$ cat src/rtl/cpu_pkg.sv
`default_nettype none
// ============================================================================
//  Module : cpu_pkg
//  Brief  : Shared opcodes, IR field positions, T-state encoding and the
//           instruction-class record for the hardwired control sequencer.
//  Rev    : 1.0  initial release
// ============================================================================
package cpu_pkg;

    localparam int OP_W   = 5;
    localparam int OP_MSB = 31;
    localparam int OP_LSB = 27;

    localparam logic [OP_W-1:0] OP_LD   = 5'b00000;
    localparam logic [OP_W-1:0] OP_ST   = 5'b00010;
    localparam logic [OP_W-1:0] OP_ADD  = 5'b00011;
    localparam logic [OP_W-1:0] OP_SUB  = 5'b00100;
    localparam logic [OP_W-1:0] OP_AND  = 5'b00101;
    localparam logic [OP_W-1:0] OP_OR   = 5'b00110;
    localparam logic [OP_W-1:0] OP_ADDI = 5'b01100;
    localparam logic [OP_W-1:0] OP_ANDI = 5'b01101;
    localparam logic [OP_W-1:0] OP_ORI  = 5'b01110;
    localparam logic [OP_W-1:0] OP_MUL  = 5'b01111;
    localparam logic [OP_W-1:0] OP_DIV  = 5'b10000;
    localparam logic [OP_W-1:0] OP_NOP  = 5'b11010;
    localparam logic [OP_W-1:0] OP_HALT = 5'b11011;

    typedef enum logic [3:0] {
        ST_RST  = 4'd0,
        ST_T0   = 4'd1,
        ST_T1   = 4'd2,
        ST_T2   = 4'd3,
        ST_T3   = 4'd4,
        ST_T4   = 4'd5,
        ST_T5   = 4'd6,
        ST_T6   = 4'd7,
        ST_T7   = 4'd8,
        ST_HALT = 4'd9
    } state_e;

    typedef struct packed {
        logic is_alu_reg;
        logic is_alu_imm;
        logic is_ld;
        logic is_st;
        logic is_muldiv;
        logic is_nop;
        logic is_halt;
        logic is_illegal;
    } iclass_t;

    function automatic logic [OP_W-1:0] op_of(input logic [31:0] ir);
        return ir[OP_MSB:OP_LSB];
    endfunction

endpackage : cpu_pkg
`default_nettype wire

$ cat src/rtl/instr_class_decode.sv
`default_nettype none
// ============================================================================
//  Module : instr_class_decode
//  Brief  : Combinational opcode to one-hot instruction-class decode.
//  Rev    : 1.0  initial release
// ============================================================================
module instr_class_decode
    import cpu_pkg::*;
(
    input  logic [OP_W-1:0] op_i,
    output iclass_t         cls_o
);

    always_comb begin
        cls_o = '0;
        unique case (op_i)
            OP_ADD, OP_SUB, OP_AND, OP_OR: cls_o.is_alu_reg = 1'b1;
            OP_ADDI, OP_ANDI, OP_ORI:      cls_o.is_alu_imm = 1'b1;
            OP_LD:                         cls_o.is_ld      = 1'b1;
            OP_ST:                         cls_o.is_st      = 1'b1;
            OP_MUL, OP_DIV:                cls_o.is_muldiv  = 1'b1;
            OP_NOP:                        cls_o.is_nop     = 1'b1;
            OP_HALT:                       cls_o.is_halt    = 1'b1;
            default:                       cls_o.is_illegal = 1'b1;
        endcase
    end

endmodule : instr_class_decode
`default_nettype wire

$ cat src/rtl/control_sequencer.sv
`default_nettype none
// ============================================================================
//  Module : control_sequencer
//  Brief  : Hardwired T-state fetch/decode/execute control unit driving the
//           bus datapath strobes, with memory-ready stall and timeout halt.
//  Rev    : 1.0  initial release
// ============================================================================
module control_sequencer
    import cpu_pkg::*;
#(
    parameter int MEM_TIMEOUT = 16,
    parameter int OPW         = OP_W
) (
    input  logic           clk,
    input  logic           clr,
    input  logic [31:0]    ir,
    input  logic           mem_ready,
    input  logic           stop,
    output logic           PCout,
    output logic           PCin,
    output logic           IncPC,
    output logic           MARin,
    output logic           MDRin,
    output logic           MDRout,
    output logic           IRin,
    output logic           Yin,
    output logic           Zin,
    output logic           Zlowout,
    output logic           Zhighout,
    output logic           HIin,
    output logic           LOin,
    output logic           Read,
    output logic           Write,
    output logic           Gra,
    output logic           Grb,
    output logic           Grc,
    output logic           Rin,
    output logic           Rout,
    output logic           BAout,
    output logic           Cout,
    output logic [OPW-1:0] alu_op,
    output logic           run,
    output logic           illegal_op,
    output logic           bus_error
);

    localparam int CW = $clog2(MEM_TIMEOUT + 1);
    localparam logic [CW-1:0] C_TMO_LAST = CW'(MEM_TIMEOUT - 1);

    state_e          state_q, state_d;
    logic [CW-1:0]   tcnt_q, tcnt_d;
    logic            berr_q, berr_d;

    logic [OP_W-1:0] w_op;
    iclass_t         w_cls;
    logic            w_wait;
    logic            w_tmo;
    logic            w_unused_ir;

    assign w_op        = op_of(ir);
    // Operand fields are consumed by the datapath's register-select logic.
    assign w_unused_ir = ^ir[OP_LSB-1:0];

    instr_class_decode u_dec (
        .op_i  (w_op),
        .cls_o (w_cls)
    );

    assign w_wait = (state_q == ST_T1)
                  | ((state_q == ST_T6) & w_cls.is_ld)
                  | ((state_q == ST_T7) & w_cls.is_st);
    assign w_tmo  = w_wait & ~mem_ready & (tcnt_q == C_TMO_LAST);

    always_ff @(posedge clk) begin
        if (clr) begin
            state_q <= ST_RST;
            tcnt_q  <= '0;
            berr_q  <= 1'b0;
        end else begin
            state_q <= state_d;
            tcnt_q  <= tcnt_d;
            berr_q  <= berr_d;
        end
    end

    always_comb begin
        state_d = state_q;
        tcnt_d  = '0;
        berr_d  = berr_q;
        if (w_wait && !mem_ready) begin
            if (w_tmo) begin
                berr_d  = 1'b1;
                state_d = ST_HALT;
            end else begin
                tcnt_d = tcnt_q + 1'b1;
            end
        end else begin
            unique case (state_q)
                ST_RST:  state_d = ST_T0;
                ST_T0:   state_d = stop ? ST_T0 : ST_T1;
                ST_T1:   state_d = ST_T2;
                ST_T2:   state_d = ST_T3;
                ST_T3: begin
                    if (w_cls.is_halt)
                        state_d = ST_HALT;
                    else if (w_cls.is_nop || w_cls.is_illegal)
                        state_d = ST_T0;
                    else
                        state_d = ST_T4;
                end
                ST_T4:   state_d = ST_T5;
                ST_T5:   state_d = (w_cls.is_alu_reg || w_cls.is_alu_imm) ? ST_T0 : ST_T6;
                ST_T6:   state_d = (w_cls.is_ld || w_cls.is_st) ? ST_T7 : ST_T0;
                ST_T7:   state_d = ST_T0;
                ST_HALT: state_d = ST_HALT;
                default: state_d = ST_RST;
            endcase
        end
    end

    always_comb begin
        PCout = 1'b0; PCin = 1'b0; IncPC = 1'b0; MARin = 1'b0;
        MDRin = 1'b0; MDRout = 1'b0; IRin = 1'b0; Yin = 1'b0;
        Zin = 1'b0; Zlowout = 1'b0; Zhighout = 1'b0; HIin = 1'b0;
        LOin = 1'b0; Read = 1'b0; Write = 1'b0; Gra = 1'b0;
        Grb = 1'b0; Grc = 1'b0; Rin = 1'b0; Rout = 1'b0;
        BAout = 1'b0; Cout = 1'b0;
        alu_op     = '0;
        illegal_op = 1'b0;
        unique case (state_q)
            ST_T0: begin
                if (!stop) begin
                    PCout = 1'b1; MARin = 1'b1; IncPC = 1'b1; Zin = 1'b1;
                end
            end
            ST_T1: begin
                Zlowout = 1'b1; PCin = 1'b1; Read = 1'b1; MDRin = 1'b1;
            end
            ST_T2: begin
                MDRout = 1'b1; IRin = 1'b1;
            end
            ST_T3: begin
                if (w_cls.is_alu_reg || w_cls.is_alu_imm) begin
                    Grb = 1'b1; Rout = 1'b1; Yin = 1'b1;
                end else if (w_cls.is_ld || w_cls.is_st) begin
                    Grb = 1'b1; BAout = 1'b1; Yin = 1'b1;
                end else if (w_cls.is_muldiv) begin
                    Gra = 1'b1; Rout = 1'b1; Yin = 1'b1;
                end
                illegal_op = w_cls.is_illegal;
            end
            ST_T4: begin
                Zin = 1'b1;
                if (w_cls.is_alu_reg) begin
                    Grc = 1'b1; Rout = 1'b1; alu_op = OPW'(w_op);
                end else if (w_cls.is_alu_imm) begin
                    Cout = 1'b1; alu_op = OPW'(w_op);
                end else if (w_cls.is_ld || w_cls.is_st) begin
                    // Effective address is always formed with an add.
                    Cout = 1'b1; alu_op = OPW'(OP_ADD);
                end else if (w_cls.is_muldiv) begin
                    Grb = 1'b1; Rout = 1'b1; alu_op = OPW'(w_op);
                end
            end
            ST_T5: begin
                Zlowout = 1'b1;
                if (w_cls.is_alu_reg || w_cls.is_alu_imm) begin
                    Gra = 1'b1; Rin = 1'b1;
                end else if (w_cls.is_ld || w_cls.is_st) begin
                    MARin = 1'b1;
                end else if (w_cls.is_muldiv) begin
                    LOin = 1'b1;
                end
            end
            ST_T6: begin
                if (w_cls.is_ld) begin
                    Read = 1'b1; MDRin = 1'b1;
                end else if (w_cls.is_st) begin
                    Gra = 1'b1; Rout = 1'b1; MDRin = 1'b1;
                end else if (w_cls.is_muldiv) begin
                    Zhighout = 1'b1; HIin = 1'b1;
                end
            end
            ST_T7: begin
                if (w_cls.is_ld) begin
                    MDRout = 1'b1; Gra = 1'b1; Rin = 1'b1;
                end else if (w_cls.is_st) begin
                    Write = 1'b1;
                end
            end
            default: ;
        endcase
    end

    assign run       = (state_q != ST_HALT);
    assign bus_error = berr_q;

endmodule : control_sequencer
`default_nettype wire

$ cat config.mk
export PLATFORM = sky130hd
export DESIGN_NAME = control_sequencer
export DESIGN_NICKNAME = d
export VERILOG_FILES = /design/src/rtl/cpu_pkg.sv /design/src/rtl/instr_class_decode.sv /design/src/rtl/control_sequencer.sv
export SDC_FILE = /design/constraint.sdc
export NUM_CORES = 1
export LEC_CHECK = 0
export ABC_AREA = 1
export BUFFER_PORTS_ARGS = -buffer_cell sky130_fd_sc_hd__buf_2
export CORE_MARGIN = 1.5
export CORE_UTILIZATION = 25
export CTS_CLUSTER_DIAMETER = 80
export DETAILED_ROUTE_END_ITERATION = 8
export PLACE_DENSITY = 0.63
export SLEW_MARGIN = 10
export SYNTH_ARGS = -nofsm -noshare
export SYNTH_HDL_FRONTEND = slang
export SYNTH_SLANG_ARGS = --single-unit
$ cat constraint.sdc
create_clock -name clk -period 3.6 [get_ports clk]
set_clock_uncertainty 0.05 [all_clocks]
set_input_delay 0.72 -clock clk [delete_from_list [all_inputs] [get_ports clk]]
set_output_delay 0.72 -clock clk [all_outputs]
set_load 0.02 [all_outputs]
==> summary.md <==
| Metric | Value |
|---|---|
| CP endpoint kind | output port |
| R2R setup slack | 2.16 ns |
| Layout cells sized above 1 | 0.3150 |
| RR Startpoint | tcnt_q[0] |
| Starting Density | 0.2611 |
| Congestion Overflow GR | 0 |
| CP Launch Type | input pin |
| Final Setup Violations | 0 |
| RR Endpoint | state_q[2] |
| I/O Buffers | 38 |
| Drt first-iter violations | 82 |
| Clock Tree Root | clkbuf_8 |
| Minimum clock period after layout | 2.663 ns |
| PD cells | 280.0 nW/µm² |
| Vias in the first global route | 964 |
| Synth area leader | dfxtp_1 |
| Crit path top cell by count | nand2_1 |
| Met2 Wirelength | 1.169 mm |
| Crit Path Max Fanout | 6 |
| Data arrival, critical path | 1.89 ns |
| CTS tree | yes |
| Area of the core | 3661 µm² |
| Place WS | 0.9714 ns |
| H-tree level count | 1 |
| Num rows | 22 |
| Most frequent cells in the layout | 38 x buf_2, 31 x nand2_1, 30 x nor2_1 |
| Vias per cell | 4.407 |
| Post-route ant nets | 0 |
| Met3 Wirelength | 81 µm |
| Netlist cell types | 26 |
| DIE HEIGHT | 64.84 µm |
| CP Cell Sequence | buf_2 -> nand2_1 -> nand2_1 -> nand3_1 -> nand2_1 -> nor4_1 -> buf_2 |
| Postcts setup bufs | 0 |
| Number of buffers and inverters on the critical path | 2 |
| #FFs+latches synth | 10 |
| Syn_area_per_cell | 5.974 µm² |
| Pint | 0.2389 mW |
| DP Wirelength | 2.051 mm |
| Top-Level Pins | 66 |
| Net count, final | 239 |
| Register clock-pin slew on the reported worst setup and hold paths | 0.05 ns |
| TritonCTS Sinks | 10 |
| Worst relative slew slack | 0.8275 |
| Measured slew at the worst slew-check pin | 0.2563 ns |
| Vias | 1093 |
| Hold Path Class | reg -> reg |
| Max cap viols | 0 |
| Yosys warns | 0 |
| Synthesized Nets | 198 |
| Cells after Synth | 160 |
| Initial antenna violation count | 0 |
| Worst setup margin | 0.9372 ns |
| GRT Overall Usage | 0.1203 |
| Largest net degree at the start of global routing | 9 |
| Required time worst endpoint | 2.83 ns |
| Max incr delay on CP | 0.31 ns |
| Slowest-stage cell, CP | nor4_1 |
| Fmax | 375.6 MHz |
| Final hold vios | 0 |
| Switching Fraction | 0.3154 |
| Maximum VDD drop | 0.1936 mV |
| First-pass GRT wire length | 4.022 mm |
| Crit path capture | illegal_op |
| Fin Hold WS | 0.3946 ns |
| Hold_buf cts | 0 |
| Share of the synthesized area in the top cell type | 0.2094 |
| Depth of the most critical reg-to-reg path | 6 |
| Final Slew Violations | 0 |
| PostCTS Resize Cnt | 0 |
| Worst-skew pair later-pin latency | 0.23 ns |
| Unrepaired setup endpoints after global routing | no |
| Leakage | 0.7389 nW |
| WL met1 | 1.151 mm |
| Routed WL | 2.468 mm |
| Commonest non-fill, non-tap cell in the layout | buf_2 |
| CTS Buf Count | 3 |
| Clock power share | 0.396 |
| Synthesis-to-finish area growth | 30.37% |
| Crit path depth | 7 |
| CP top delay family | simple AND/OR/NAND/NOR gates |
| Final setup TNS | 0 ns |
| Part of the cycle the worst path needs | 0.7397 |
| Seq pwr share | 0.343 |
| Comb pwr share | 0.261 |
| Power Total | 0.3490 mW |
| Mapped cell area | 955.9 µm² |
| DR WL/cell | 9.952 µm |
| Top Metal Used | met4 |
| Die area | 4204 µm² |
| DR pass1 iterations | 4 |
| Antenna cells | 0 |
| Synth top area cells | dfxtp_1 21%, nand2_1 12%, nor2_1 12%, inv_1 9.8%, nand3_1 6.8% |
| Filler Cell Count | 430 |
| GP Congestion | 0.7902 |
| Switching Power | 0.1101 mW |
| Seq/Total Area, Yosys | 0.2094 |
| Outcome | completed |
| Clock tree buffer depth | 2 |
| CP Class | in -> out |
| DRC | 0 |
| Worst Setup SP | ir[28] |
| Die X | 64.84 µm |
## metal layers
metal	vias to the layer above	track usage
li1	585	-
met1	481	0.1492
met2	20	0.1946
met3	7	0.01389
met4	0	0.07979
met5	-	0
## area by class of cell
cell class              count  area (µm²)  share of cell area
repair buffers             38       190.2              0.1526
clock buffers               4       55.05             0.04418
inverters                  29       108.9             0.08735
flip-flops and latches     10       200.2              0.1606
multi-input cells         119       631.9              0.5070
well taps                  48       60.06             0.04819
## cell usage after synthesis
master    number
a21oi_1        9
and3_1         1
buf_4          2
dfxtp_1       10
ha_1           2
inv_1         25
inv_2          4
nand2_1       31
nand2_2        4
nand2_4        3
nand3_1       13
nand3_2        1
nand3_4        1
nand4_1        2
nand4_4        1
nor2_1        30
nor2_2         3
nor2_4         2
nor3_1         2
nor4_1         1
o211ai_1       1
o21ai_0        7
o21ai_2        2
o22ai_1        1
xnor2_1        1
xor2_1         1
## worst register-to-register path: cells and delay by family, from the launching register on
kind                       cells  cell delay (ns)
adders and majority gates      2             0.41
and+or+nand+nor                2             0.35
DFF                            1             0.32
AOI/OAI and AO/OA              1             0.15
buffers and inverters          1             0.10
## how the worst min path moves through the flow
stage | startpoint | to | slack (ns) | depth (start not counted)
after floorplan | tcnt_q[0] | tcnt_q[0] | 0.37 | 1
after detailed placement | tcnt_q[0] | tcnt_q[0] | 0.39 | 1
final | tcnt_q[0] | tcnt_q[0] | 0.39 | 1
after CTS | bus_error | bus_error | 0.40 | 2
after global placement | tcnt_q[0] | tcnt_q[0] | 0.38 | 1
after global routing | bus_error | bus_error | 0.42 | 2
## sequential cells by signal, indices dropped and copies added (netlist names)
register   cells
tcnt_q         5
state_q        4
bus_error      1
## power groups by stage
stage | clock, mW | sequential, mW | combinational, mW
after floorplan | 0 | 0.121 | 0.0653
after global placement | 0 | 0.122 | 0.0904
after detailed placement | 0 | 0.122 | 0.0909
after CTS | 0.144 | 0.120 | 0.0912
after global routing | 0.151 | 0.120 | 0.101
final | 0.138 | 0.120 | 0.0910
## logic make-up after synthesis
group | count (synthesis) | share of synthesized area
xor gates and xnor gates | 2 | 0.01833
and+or+nand+nor | 95 | 0.5000
buffers and inverters | 31 | 0.1296
AOI/OAI and AO/OA | 20 | 0.1165
DFF | 10 | 0.2094
adders and majority gates | 2 | 0.02617
## per-stage QoR
| step | instance area (µm²) | cells | utilization |
|---|---|---|---|
| after global placement | 1191 | 244 | 0.3254 |
| after global routing | 1246 | 248 | 0.3404 |
| after detailed placement | 1191 | 244 | 0.3254 |
| after CTS | 1246 | 248 | 0.3404 |
| after floorplan | 955.9 | 160 | - |
| final | 1246 | 248 | 0.3404 |
Power figures use the tool's default switching activity.
